<file path="src/rtl/rob_commit_ctrl_pkg.sv">
// Shared ROB geometry, entry layout and commit state encoding.
// Tag = entry index + 1, so tag 0 (NO_TAG) always means "no pending producer".
package rob_commit_ctrl_pkg;

   localparam int DEPTH = 7;
   localparam int TAG_W = 3;

   typedef logic [TAG_W-1:0] tag_t;
   typedef logic [TAG_W:0]   cnt_t;

   localparam tag_t NO_TAG = '0;

   typedef enum logic [1:0] {
      ST_RUN,
      ST_DRAIN,
      ST_FLUSH
   } state_t;

   typedef struct packed {
      logic        valid;
      logic        ready;
      logic        has_rd;
      logic [4:0]  rd;
      logic [31:0] data;
      logic        mispredict;
      logic [31:0] target;
   } entry_t;

   function automatic tag_t ptr_inc(input tag_t p);
      return (p == tag_t'(DEPTH - 1)) ? '0 : p + tag_t'(1);
   endfunction

endpackage

</file>
<file path="src/rtl/rob_commit_ctrl_if.sv">
// Decoder, CDB, operand-query and regfile-side signals of the ROB commit controller.
interface rob_commit_ctrl_if;
   import rob_commit_ctrl_pkg::*;

   logic        alloc_valid;
   logic        alloc_ready;
   logic        alloc_has_rd;
   logic [4:0]  alloc_rd;
   tag_t        alloc_tag;

   logic        cdb_valid;
   tag_t        cdb_tag;
   logic [31:0] cdb_data;
   logic        cdb_mispredict;
   logic [31:0] cdb_target;

   tag_t        qry1_tag;
   logic        qry1_ready;
   logic [31:0] qry1_data;
   tag_t        qry2_tag;
   logic        qry2_ready;
   logic [31:0] qry2_data;

   logic        rf_we;
   logic [4:0]  rf_reg_id;
   logic [31:0] rf_data;
   tag_t        rf_rob_id;

   logic        flush_out;
   logic [31:0] redirect_pc;
   cnt_t        occupancy;

   modport slave (
      input  alloc_valid, alloc_has_rd, alloc_rd,
      input  cdb_valid, cdb_tag, cdb_data, cdb_mispredict, cdb_target,
      input  qry1_tag, qry2_tag,
      output alloc_ready, alloc_tag,
      output qry1_ready, qry1_data, qry2_ready, qry2_data,
      output rf_we, rf_reg_id, rf_data, rf_rob_id,
      output flush_out, redirect_pc, occupancy
   );

   modport master (
      output alloc_valid, alloc_has_rd, alloc_rd,
      output cdb_valid, cdb_tag, cdb_data, cdb_mispredict, cdb_target,
      output qry1_tag, qry2_tag,
      input  alloc_ready, alloc_tag,
      input  qry1_ready, qry1_data, qry2_ready, qry2_data,
      input  rf_we, rf_reg_id, rf_data, rf_rob_id,
      input  flush_out, redirect_pc, occupancy
   );

endinterface

</file>
<file path="src/rtl/rob_entry_array.sv">
// ROB entry storage: allocate, CDB-capture, retire and flush-clear write ports;
// a head read port for the commit logic and two operand-query read ports.
module rob_entry_array
   import rob_commit_ctrl_pkg::*;
(
   input  logic        clk_i,
   input  logic        rst_ni,
   input  logic        alloc_we_i,
   input  tag_t        alloc_idx_i,
   input  logic        alloc_has_rd_i,
   input  logic [4:0]  alloc_rd_i,
   input  logic        cdb_we_i,
   input  tag_t        cdb_idx_i,
   input  logic [31:0] cdb_data_i,
   input  logic        cdb_mispredict_i,
   input  logic [31:0] cdb_target_i,
   input  logic        retire_i,
   input  tag_t        retire_idx_i,
   input  logic        clear_all_i,
   input  tag_t        head_idx_i,
   output entry_t      head_o,
   input  tag_t        qry1_idx_i,
   output logic        qry1_ready_o,
   output logic [31:0] qry1_data_o,
   input  tag_t        qry2_idx_i,
   output logic        qry2_ready_o,
   output logic [31:0] qry2_data_o
);

   entry_t mem_q [DEPTH];

   always_ff @(posedge clk_i or negedge rst_ni) begin
      if (!rst_ni) begin
         for (int i = 0; i < DEPTH; i++) begin
            mem_q[i] <= '0;
         end
      end else begin
         if (alloc_we_i) begin
            mem_q[alloc_idx_i].valid      <= 1'b1;
            mem_q[alloc_idx_i].ready      <= 1'b0;
            mem_q[alloc_idx_i].has_rd     <= alloc_has_rd_i;
            mem_q[alloc_idx_i].rd         <= alloc_rd_i;
            mem_q[alloc_idx_i].mispredict <= 1'b0;
         end
         // Results for tags that are out of range or not live are dropped.
         if (cdb_we_i && (cdb_idx_i < tag_t'(DEPTH)) && mem_q[cdb_idx_i].valid) begin
            mem_q[cdb_idx_i].ready      <= 1'b1;
            mem_q[cdb_idx_i].data       <= cdb_data_i;
            mem_q[cdb_idx_i].mispredict <= cdb_mispredict_i;
            mem_q[cdb_idx_i].target     <= cdb_target_i;
         end
         if (retire_i) begin
            mem_q[retire_idx_i].valid <= 1'b0;
            mem_q[retire_idx_i].ready <= 1'b0;
         end
         if (clear_all_i) begin
            for (int i = 0; i < DEPTH; i++) begin
               mem_q[i].valid <= 1'b0;
               mem_q[i].ready <= 1'b0;
            end
         end
      end
   end

   assign head_o = mem_q[head_idx_i];

   assign qry1_ready_o = (qry1_idx_i < tag_t'(DEPTH)) && mem_q[qry1_idx_i].valid
                         && mem_q[qry1_idx_i].ready;
   assign qry1_data_o  = qry1_ready_o ? mem_q[qry1_idx_i].data : '0;
   assign qry2_ready_o = (qry2_idx_i < tag_t'(DEPTH)) && mem_q[qry2_idx_i].valid
                         && mem_q[qry2_idx_i].ready;
   assign qry2_data_o  = qry2_ready_o ? mem_q[qry2_idx_i].data : '0;

endmodule

</file>
<file path="src/rtl/rob_commit_ctrl.sv">
// In-order ROB commit controller: tag allocation, CDB capture, one retire per cycle into the
// regfile write port, and a RUN -> DRAIN -> FLUSH sequence when a mispredicted branch retires.
module rob_commit_ctrl
   import rob_commit_ctrl_pkg::*;
(
   input  logic             clk_in,
   input  logic             rstn_in,
   rob_commit_ctrl_if.slave rob
);

   state_t      state_q, state_d;
   tag_t        head_q, head_d;
   tag_t        tail_q, tail_d;
   cnt_t        count_q, count_d;
   logic        rf_we_q, rf_we_d;
   logic [4:0]  rf_reg_q, rf_reg_d;
   logic [31:0] rf_data_q, rf_data_d;
   tag_t        rf_rob_q, rf_rob_d;
   logic [31:0] target_q, target_d;

   entry_t      head_ent;
   logic        alloc_ok;
   logic        alloc_fire;
   logic        commit_fire;
   logic        cdb_we;
   logic        clear_all;
   logic        q1_rdy, q2_rdy;
   logic [31:0] q1_dat, q2_dat;

   if (DEPTH > (2 ** TAG_W) - 1) begin : g_depth_chk
      $error("rob_commit_ctrl: DEPTH does not fit the non-zero tag space");
   end

   // Full means full: a same-cycle retire never frees a slot for allocation.
   assign alloc_ok   = (count_q < cnt_t'(DEPTH)) && (state_q == ST_RUN);
   assign alloc_fire = rob.alloc_valid && alloc_ok;

   always_comb begin
      state_d     = state_q;
      head_d      = head_q;
      tail_d      = tail_q;
      count_d     = count_q;
      rf_we_d     = 1'b0;
      rf_reg_d    = rf_reg_q;
      rf_data_d   = rf_data_q;
      rf_rob_d    = rf_rob_q;
      target_d    = target_q;
      commit_fire = 1'b0;
      cdb_we      = 1'b0;
      clear_all   = 1'b0;

      unique case (state_q)
         ST_RUN: begin
            cdb_we      = rob.cdb_valid && (rob.cdb_tag != NO_TAG);
            commit_fire = head_ent.valid && head_ent.ready;
            if (alloc_fire) begin
               tail_d = ptr_inc(tail_q);
            end
            if (commit_fire) begin
               head_d    = ptr_inc(head_q);
               rf_we_d   = head_ent.has_rd && (head_ent.rd != 5'd0);
               rf_reg_d  = head_ent.rd;
               rf_data_d = head_ent.data;
               rf_rob_d  = head_q + tag_t'(1);
               if (head_ent.mispredict) begin
                  target_d = head_ent.target;
                  state_d  = ST_DRAIN;
               end
            end
            case ({alloc_fire, commit_fire})
               2'b10:   count_d = count_q + cnt_t'(1);
               2'b01:   count_d = count_q - cnt_t'(1);
               default: count_d = count_q;
            endcase
         end
         ST_DRAIN: begin
            // Squash on the way into FLUSH so the flush cycle already shows an empty ROB.
            clear_all = 1'b1;
            head_d    = '0;
            tail_d    = '0;
            count_d   = '0;
            state_d   = ST_FLUSH;
         end
         ST_FLUSH: begin
            state_d = ST_RUN;
         end
         default: begin
            state_d = ST_RUN;
         end
      endcase
   end

   always_ff @(posedge clk_in or negedge rstn_in) begin
      if (!rstn_in) begin
         state_q   <= ST_RUN;
         head_q    <= '0;
         tail_q    <= '0;
         count_q   <= '0;
         rf_we_q   <= 1'b0;
         rf_reg_q  <= '0;
         rf_data_q <= '0;
         rf_rob_q  <= '0;
         target_q  <= '0;
      end else begin
         state_q   <= state_d;
         head_q    <= head_d;
         tail_q    <= tail_d;
         count_q   <= count_d;
         rf_we_q   <= rf_we_d;
         rf_reg_q  <= rf_reg_d;
         rf_data_q <= rf_data_d;
         rf_rob_q  <= rf_rob_d;
         target_q  <= target_d;
      end
   end

   rob_entry_array u_entries (
      .clk_i            (clk_in),
      .rst_ni           (rstn_in),
      .alloc_we_i       (alloc_fire),
      .alloc_idx_i      (tail_q),
      .alloc_has_rd_i   (rob.alloc_has_rd),
      .alloc_rd_i       (rob.alloc_rd),
      .cdb_we_i         (cdb_we),
      .cdb_idx_i        (rob.cdb_tag - tag_t'(1)),
      .cdb_data_i       (rob.cdb_data),
      .cdb_mispredict_i (rob.cdb_mispredict),
      .cdb_target_i     (rob.cdb_target),
      .retire_i         (commit_fire),
      .retire_idx_i     (head_q),
      .clear_all_i      (clear_all),
      .head_idx_i       (head_q),
      .head_o           (head_ent),
      .qry1_idx_i       (rob.qry1_tag - tag_t'(1)),
      .qry1_ready_o     (q1_rdy),
      .qry1_data_o      (q1_dat),
      .qry2_idx_i       (rob.qry2_tag - tag_t'(1)),
      .qry2_ready_o     (q2_rdy),
      .qry2_data_o      (q2_dat)
   );

   assign rob.alloc_ready = alloc_ok;
   assign rob.alloc_tag   = tail_q + tag_t'(1);

   assign rob.qry1_ready  = (rob.qry1_tag != NO_TAG) && q1_rdy;
   assign rob.qry1_data   = rob.qry1_ready ? q1_dat : '0;
   assign rob.qry2_ready  = (rob.qry2_tag != NO_TAG) && q2_rdy;
   assign rob.qry2_data   = rob.qry2_ready ? q2_dat : '0;

   assign rob.rf_we       = rf_we_q;
   assign rob.rf_reg_id   = rf_reg_q;
   assign rob.rf_data     = rf_data_q;
   assign rob.rf_rob_id   = rf_rob_q;

   assign rob.flush_out   = (state_q == ST_FLUSH);
   assign rob.redirect_pc = (state_q == ST_FLUSH) ? target_q : '0;
   assign rob.occupancy   = count_q;

endmodule
</file>
<file path="src/flat_wrapper.sv">
// flat-port wrapper written by rule: the top's interface ports become plain ports
module rob_commit_ctrl_flat import rob_commit_ctrl_pkg::*;
  (clk_in, rstn_in, rob_alloc_valid, rob_alloc_has_rd, rob_alloc_rd, rob_cdb_valid, rob_cdb_tag, rob_cdb_data, rob_cdb_mispredict, rob_cdb_target, rob_qry1_tag, rob_qry2_tag, rob_alloc_ready, rob_alloc_tag, rob_qry1_ready, rob_qry1_data, rob_qry2_ready, rob_qry2_data, rob_rf_we, rob_rf_reg_id, rob_rf_data, rob_rf_rob_id, rob_flush_out, rob_redirect_pc, rob_occupancy);
  rob_commit_ctrl_if rob_i ();
  input  logic clk_in;
  input  logic rstn_in;
  input wire logic [$bits(rob_i.alloc_valid)-1:0] rob_alloc_valid;
  input wire logic [$bits(rob_i.alloc_has_rd)-1:0] rob_alloc_has_rd;
  input wire logic [$bits(rob_i.alloc_rd)-1:0] rob_alloc_rd;
  input wire logic [$bits(rob_i.cdb_valid)-1:0] rob_cdb_valid;
  input wire logic [$bits(rob_i.cdb_tag)-1:0] rob_cdb_tag;
  input wire logic [$bits(rob_i.cdb_data)-1:0] rob_cdb_data;
  input wire logic [$bits(rob_i.cdb_mispredict)-1:0] rob_cdb_mispredict;
  input wire logic [$bits(rob_i.cdb_target)-1:0] rob_cdb_target;
  input wire logic [$bits(rob_i.qry1_tag)-1:0] rob_qry1_tag;
  input wire logic [$bits(rob_i.qry2_tag)-1:0] rob_qry2_tag;
  output wire logic [$bits(rob_i.alloc_ready)-1:0] rob_alloc_ready;
  output wire logic [$bits(rob_i.alloc_tag)-1:0] rob_alloc_tag;
  output wire logic [$bits(rob_i.qry1_ready)-1:0] rob_qry1_ready;
  output wire logic [$bits(rob_i.qry1_data)-1:0] rob_qry1_data;
  output wire logic [$bits(rob_i.qry2_ready)-1:0] rob_qry2_ready;
  output wire logic [$bits(rob_i.qry2_data)-1:0] rob_qry2_data;
  output wire logic [$bits(rob_i.rf_we)-1:0] rob_rf_we;
  output wire logic [$bits(rob_i.rf_reg_id)-1:0] rob_rf_reg_id;
  output wire logic [$bits(rob_i.rf_data)-1:0] rob_rf_data;
  output wire logic [$bits(rob_i.rf_rob_id)-1:0] rob_rf_rob_id;
  output wire logic [$bits(rob_i.flush_out)-1:0] rob_flush_out;
  output wire logic [$bits(rob_i.redirect_pc)-1:0] rob_redirect_pc;
  output wire logic [$bits(rob_i.occupancy)-1:0] rob_occupancy;
  assign rob_i.alloc_valid = rob_alloc_valid;
  assign rob_i.alloc_has_rd = rob_alloc_has_rd;
  assign rob_i.alloc_rd = rob_alloc_rd;
  assign rob_i.cdb_valid = rob_cdb_valid;
  assign rob_i.cdb_tag = rob_cdb_tag;
  assign rob_i.cdb_data = rob_cdb_data;
  assign rob_i.cdb_mispredict = rob_cdb_mispredict;
  assign rob_i.cdb_target = rob_cdb_target;
  assign rob_i.qry1_tag = rob_qry1_tag;
  assign rob_i.qry2_tag = rob_qry2_tag;
  assign rob_alloc_ready = rob_i.alloc_ready;
  assign rob_alloc_tag = rob_i.alloc_tag;
  assign rob_qry1_ready = rob_i.qry1_ready;
  assign rob_qry1_data = rob_i.qry1_data;
  assign rob_qry2_ready = rob_i.qry2_ready;
  assign rob_qry2_data = rob_i.qry2_data;
  assign rob_rf_we = rob_i.rf_we;
  assign rob_rf_reg_id = rob_i.rf_reg_id;
  assign rob_rf_data = rob_i.rf_data;
  assign rob_rf_rob_id = rob_i.rf_rob_id;
  assign rob_flush_out = rob_i.flush_out;
  assign rob_redirect_pc = rob_i.redirect_pc;
  assign rob_occupancy = rob_i.occupancy;
  rob_commit_ctrl u_core (.clk_in(clk_in), .rstn_in(rstn_in), .rob(rob_i));
endmodule
</file>
<file path="config.mk">
export PLATFORM = sky130hd
export DESIGN_NAME = rob_commit_ctrl_flat
export DESIGN_NICKNAME = d
export VERILOG_FILES = /design/src/rtl/rob_commit_ctrl_pkg.sv /design/src/rtl/rob_commit_ctrl_if.sv /design/src/rtl/rob_entry_array.sv /design/src/rtl/rob_commit_ctrl.sv /design/src/flat_wrapper.sv
export SDC_FILE = /design/constraint.sdc
export NUM_CORES = 1
export LEC_CHECK = 0
export CAP_MARGIN = 0
export CORE_ASPECT_RATIO = 1.1
export CORE_MARGIN = 1
export CORE_UTILIZATION = 55
export CTS_CLUSTER_SIZE = 14
export DETAILED_ROUTE_END_ITERATION = 8
export PLACE_DENSITY = 0.81
export SLEW_MARGIN = 0
export SYNTH_ARGS = -nofsm -noshare
export SYNTH_HDL_FRONTEND = slang
export SYNTH_SLANG_ARGS = --single-unit
</file>
<file path="constraint.sdc">
create_clock -name clk_in -period 5.8 [get_ports clk_in]
set_clock_uncertainty 0.1 [all_clocks]
set_input_delay 0.87 -clock clk_in [delete_from_list [all_inputs] [get_ports clk_in]]
set_output_delay 0.87 -clock clk_in [all_outputs]
set_load 0.02 [all_outputs]
</file>
Yosys cells after proc, flatten, opt, wreduce, memory -nomap -nowiden
Cells that the tools add are included.

storage, ports and cells
  register bits after elaboration = 596
  input bits = 84
  output and inout port bits = 148
  logic and storage cells = 196

cells by class
  add/subtract/negate cells = 7
  order comparisons = 12
  eq/ne operators = 10
  mux-type cells = 76
  bitwise operators = 5
  reductions and logical operators = 28

operators by type and width
  operator               count
  $bwmux W511            11
  $demux W73 S3          11
  $mux W511              3
  $bmux W73 S3           4
  $mux W73               10
  $mux W72               3
  $mux W32               6
  $mux W71               1
  $mux W70               1
  $mux W33               2
  $mux W65               1
  $ge A4 B4 Y1 const B   5
  $not A3 Y4             5
  $mux W2                9
  $logic_and A1 B1 Y1    16
  $pmux W4 S2            2
  $lt A4 B1 Y1 const B   3
  $mux W3                4
  $pmux W3 S2            2
  $reduce_and A2 Y1      5
  $lt A3 B3 Y1 const B   3
  $reduce_bool A3 Y1     3
  $sub A3 B1 Y3 const B  3
  $add A3 B1 Y3 const B  2
  other kinds (15)       23

Logic depth before layout (Yosys ltp)
  word-level depth = 20
  mapped depth = 13
  mapped depth without buffers = 10

By module
Synthesis repeated with hierarchy kept, for this count alone.

second synthesis, totals
  cells, all modules = 2,562
  area, all modules = 31,551.5 um^2

by module, submodules not included
  module           instances  cells each  area each (um^2)  seq. area each (um^2)
  rob_entry_array  1          2,101       27,053.4          12,787.3
  rob_commit_ctrl  1          461         4,498.1           2,127.0

Worst setup path before layout
Ideal clock, no wire load.

  path kind = input to output
  start = in rob_qry1_tag[0]
  end = out rob_qry1_data[0]
  data arrival time = 4.304 ns
  required time = 4.830 ns
  slack = 0.526 ns
  cell stages on the path = 12
  path buffers = 7
  cells stage by stage = clkbuf_1 buf_1 clkbuf_1 clkbuf_1 inv_1 ha_1 buf_1 clkbuf_1 buf_1 mux4_2 a21oi_1 nor2_1

between the ends
  word-level cells in the longest chain between the ends = 9
  elaborated cells on any way between the ends = 12
  classes of those cells = add/sub (1); order compare (1); mux (5); bitwise (1); reduce/logical (4)

ends and longest elaborated chain
  element                                                 RTL line                                                             RTL
  start: declaration                                      flat_wrapper.sv:15                                                   input wire logic [$bits(rob_i.qry1_tag)-1:0] rob_qry1_tag;
  $sub A3 B1 Y3                                           rob_commit_ctrl.sv:134                                               .qry1_idx_i (rob.qry1_tag - tag_t'(1)),
  $not A3 Y4 (not written as such)                        rob_entry_array.sv:67, rob_entry_array.sv:68, rob_entry_array.sv:69
  $bmux W73 S3                                            rob_entry_array.sv:67, rob_entry_array.sv:68, rob_entry_array.sv:69
  $mux W73 (not written as such) (2 in a row)             rob_entry_array.sv:69                                                assign qry1_data_o = qry1_ready_o ? mem_q[qry1_idx_i].data : '0;
  $logic_and A1 B1 Y1                                     rob_entry_array.sv:67                                                assign qry1_ready_o = (qry1_idx_i < tag_t'(DEPTH)) && mem_q[qry1_idx_i].valid
  $logic_and A1 B1 Y1                                     rob_entry_array.sv:68                                                && mem_q[qry1_idx_i].ready;
  $mux W32 / $logic_and A1 B1 Y1 (equally long branches)  rob_entry_array.sv:69, rob_commit_ctrl.sv:145
  $mux W32 *                                              rob_commit_ctrl.sv:146                                               assign rob.qry1_data = rob.qry1_ready ? q1_dat : '0;
  end: declaration                                        flat_wrapper.sv:20                                                   output wire logic [$bits(rob_i.qry1_data)-1:0] rob_qry1_data;

Mark *: on every way between the ends. The rest lies on a longest branch, timed or not. The select of a mux whose other input is x is not followed.

Worst setup path in the final report
  start = in rob_qry1_tag[1]
  end = out rob_qry1_data[28]

Same word-level chain as after synthesis.

==> results.py <==
metrics = {
    "die": {
        "initial_utilization_pct": 55.7,
        "rows": 90,
        "die_y_um": 250,
        "design.portCount": 232,
        "die_w_um": 227,
        "fp.coreArea_um2": 55000,
        "die_area_um2": 56600,
    },
    "worst_setup_path": {
        "worst_ep_arrival_time_ns": 4.21,
        "timing.critical_path.to_type": "output pin",
        "critPathLaunchType": "input port",
        "crit-reg2reg-launch": "u_core.head_q[0]",
        "setup.reg_to_reg.worst_slack_ns": 1.80,
        "worst-r2r-cell-count": 6,
        "crit_required_ns": 4.83,
        "critical_path_class": "input port to output pin",
        "r2r-end": "u_core.target_q[31]",
        "crit_path_max_fanout": 29,
    },
    "drt": {
        "drc": 0,
        "drtAntennaViolNets": 0,
        "routed_wire_length_per_instance_um": 25.2,
        "drtIter0Drc": 1685,
        "avgViaCountPerCell": 6.45,
        "finalWirelength_um": 83000,
        "drt_pass1_iterations": 6,
        "detailroute.via_count": 21300,
    },
    "yosys": {
        "most_used_standard_cell_by_instance_count_after_synthesis": "sky130_fd_sc_hd__mux2_2",
        "instance_count_of_the_mapped_netlist": 2366,
        "number_of_enable_type_register_cells_in_the_synthesized_netlist": 0,
        "synth-main-ff-cell": "sky130_fd_sc_hd__dfrtp_1",
        "area_leader_netlist": "sky130_fd_sc_hd__dfrtp_1",
        "synth.lib_cells_used.distinct": 48,
        "synth-seq-cells": 596,
        "synthArstFlopShare_pct": 100,
        "synth_top_area_share_pct": 48.7,
        "synth_area_leaders": "sky130_fd_sc_hd__dfrtp_1, sky130_fd_sc_hd__mux2_2, sky130_fd_sc_hd__mux4_2, sky130_fd_sc_hd__nor2_1, sky130_fd_sc_hd__a21oi_1",
        "seq_area_frac_synth_pct": 48.7,
        "yosysWarnings": 0,
        "synth_area_per_inst_um2": 12.9,
        "synth_nets": 2465,
        "synth.cells.most_frequent": "sky130_fd_sc_hd__mux2_2, sky130_fd_sc_hd__dfrtp_1, sky130_fd_sc_hd__nor2_1",
        "syn-cell-area_um2": 30600,
    },
    "clock_network": {
        "postCtsHoldBufs": 0,
        "cts_tree": "yes",
        "htreeDepth": 2,
        "post_cts.repair.setup_buffers": 0,
        "clock_sink_count": 596,
        "worst_setup_hold_path_clk_slew_ns": 0.06,
        "clock-root-buffer": "sky130_fd_sc_hd__clkbuf_16",
        "cts.repair.resized": 0,
        "worstSkewPairLatency_ns": 0.64,
        "numCtsBuffers": 60,
        "cts-root-to-sink-buffers": 3,
    },
    "final_layout": {
        "finalCoreUtilization_pct": 64.9,
        "final_cell_count_no_fill": 3300,
        "finalNetCount": 2617,
        "fin_area_um2": 35700,
        "num-fill-cells": 4057,
        "layout-drive-gt1-share_pct": 35.2,
        "syn_to_final_growth_pct": 16.4,
    },
    "timing": {
        "setup_viol": 0,
        "rsz0062_at_grt": "no",
        "finalMaxSlewViolations": 0,
        "post-route-min-period_ns": 5.18,
        "sum_of_negative_setup_slack_ns": 0,
        "layout_worst_path_cycle_share_pct": 89.4,
        "tightestPinTransition_ns": 1.06,
        "maxClockFrequency_mhz": 193,
        "worst_case_setup_margin_in_the_final_layout_ns": 0.615,
        "timing.final.hold_violations": 0,
        "finalHoldWorstSlack_ns": 0.213,
        "relSlewSlack_pct": 28.7,
    },
    "placement": {
        "pre_cts_slack_ns": 0.737,
        "gp_congestion": 0.858,
        "placed_cells_incl_taps": 3192,
        "dp.final_hpwl_um": 48400,
        "place.port_buffers": 231,
        "placedInstanceArea_um2": 33700,
    },
    "global_routing": {
        "grt_max_degree": 152,
        "global_route_total_usage_across_every_layer_pct": 29.7,
        "grt_first_pass_wirelength_um": 130000,
        "overflow": 0,
        "grt_antenna_before_repair": 8,
        "grt_pass1_vias": 22800,
    },
    "power": {
        "finalPower_mw": 18.9,
        "irDropWorstVdd_mv": 0.371,
        "power-per-cell-area_nw_per_um2": 530,
        "p_leak_nw": 15.3,
    },
    "run_status": {
        "outcome": "finished clean",
    },
    "min_path": {
        "hold_path.class": "input port to asynchronous set/reset pin",
    },
    "run": {
        "timing.max_cap.violations": 0,
    },
}
==> cells by family after synthesis <==
logic type	count (synthesis)	share of synthesized area, %
mux	817	34.9
flops	596	48.7
compound gates	354	7.54
simple gates	329	4.85
buf+inv	250	3.28
fa+ha+maj	15	0.613
xor+xnor	5	0.143
==> routing by layer <==
layer / track usage, % / routed length (µm) / up-vias
met1: 37.0 / 32200 / 11000
met3: 6.44 / 5900 / 246
li1: - / - / 9059
met5: 0 / 92 / -
met2: 49.5 / 41600 / 936
met4: 13.5 / 3160 / 14
==> cell usage in the layout (no fill, tap or decap), types with 4 or more instances in the layout <==
cell,n
sky130_fd_sc_hd__clkbuf_8,11
sky130_fd_sc_hd__inv_1,59
sky130_fd_sc_hd__bufinv_16,6
sky130_fd_sc_hd__clkdlybuf4s50_1,228
sky130_fd_sc_hd__mux2i_1,52
sky130_fd_sc_hd__a21oi_1,107
sky130_fd_sc_hd__nand4_1,9
sky130_fd_sc_hd__mux4_2,138
sky130_fd_sc_hd__o211ai_1,33
sky130_fd_sc_hd__a221o_1,33
sky130_fd_sc_hd__nor2b_1,4
sky130_fd_sc_hd__a22oi_1,65
sky130_fd_sc_hd__a221oi_1,13
sky130_fd_sc_hd__mux2_2,598
sky130_fd_sc_hd__buf_12,11
sky130_fd_sc_hd__ha_1,11
sky130_fd_sc_hd__mux2_1,29
sky130_fd_sc_hd__buf_4,38
sky130_fd_sc_hd__nand3_1,6
sky130_fd_sc_hd__clkbuf_16,60
sky130_fd_sc_hd__nand2b_1,14
sky130_fd_sc_hd__o21ai_0,81
sky130_fd_sc_hd__clkinv_2,10
sky130_fd_sc_hd__and2_1,37
sky130_fd_sc_hd__dfrtp_1,593
sky130_fd_sc_hd__nand2_1,49
sky130_fd_sc_hd__clkbuf_1,17
sky130_fd_sc_hd__nor2_1,192
==> worst max path at each step <==
| stage | start | to | slack [ns] |
|---|---|---|---|
| detailed placement | rob_qry1_tag[1] | rob_qry1_data[22] | 0.74 |
| global route | rob_qry2_tag[1] | rob_qry2_data[1] | 0.56 |
| global placement | rob_qry1_tag[1] | rob_qry1_data[31] | 0.83 |
| finish | rob_qry1_tag[1] | rob_qry1_data[28] | 0.62 |
| floorplan | rob_qry1_tag[0] | rob_qry1_data[0] | 0.53 |
| CTS | rob_qry1_tag[1] | rob_qry1_data[28] | 0.67 |
==> cell type report <==
| type | instances | area, µm² | share of cell area, % |
|---|---|---|---|
| flip-flops and latches | 596 | 14900 | 41.9 |
| diodes | 1 | 2.50 | 0.00702 |
| repair buffers | 278 | 2800 | 7.86 |
| inverters | 62 | 235 | 0.660 |
| clock buffers | 88 | 1720 | 4.81 |
| multi-input cells | 1520 | 14800 | 41.4 |
| clock inverters | 19 | 275 | 0.772 |
| well taps | 736 | 921 | 2.58 |
==> where the power goes <==
part           leakage, nW  internal, mW  switching, mW
sequential            7.53          6.13           1.56
combinational         6.82          3.93           3.34
clock                0.984          2.31           1.65
total                 15.3          12.4           6.55
==> worst max-delay path, cell delays in order <==
cell,delay (ns)
sky130_fd_sc_hd__clkdlybuf4s50_1,0.55
sky130_fd_sc_hd__inv_1,0.10
sky130_fd_sc_hd__ha_4,0.16
sky130_fd_sc_hd__ha_2,0.33
sky130_fd_sc_hd__buf_4,0.33
sky130_fd_sc_hd__a211o_1,0.88
sky130_fd_sc_hd__buf_4,0.36
sky130_fd_sc_hd__nor2_1,0.09
sky130_fd_sc_hd__clkdlybuf4s50_1,0.54
(Power assumes the default switching activity.)
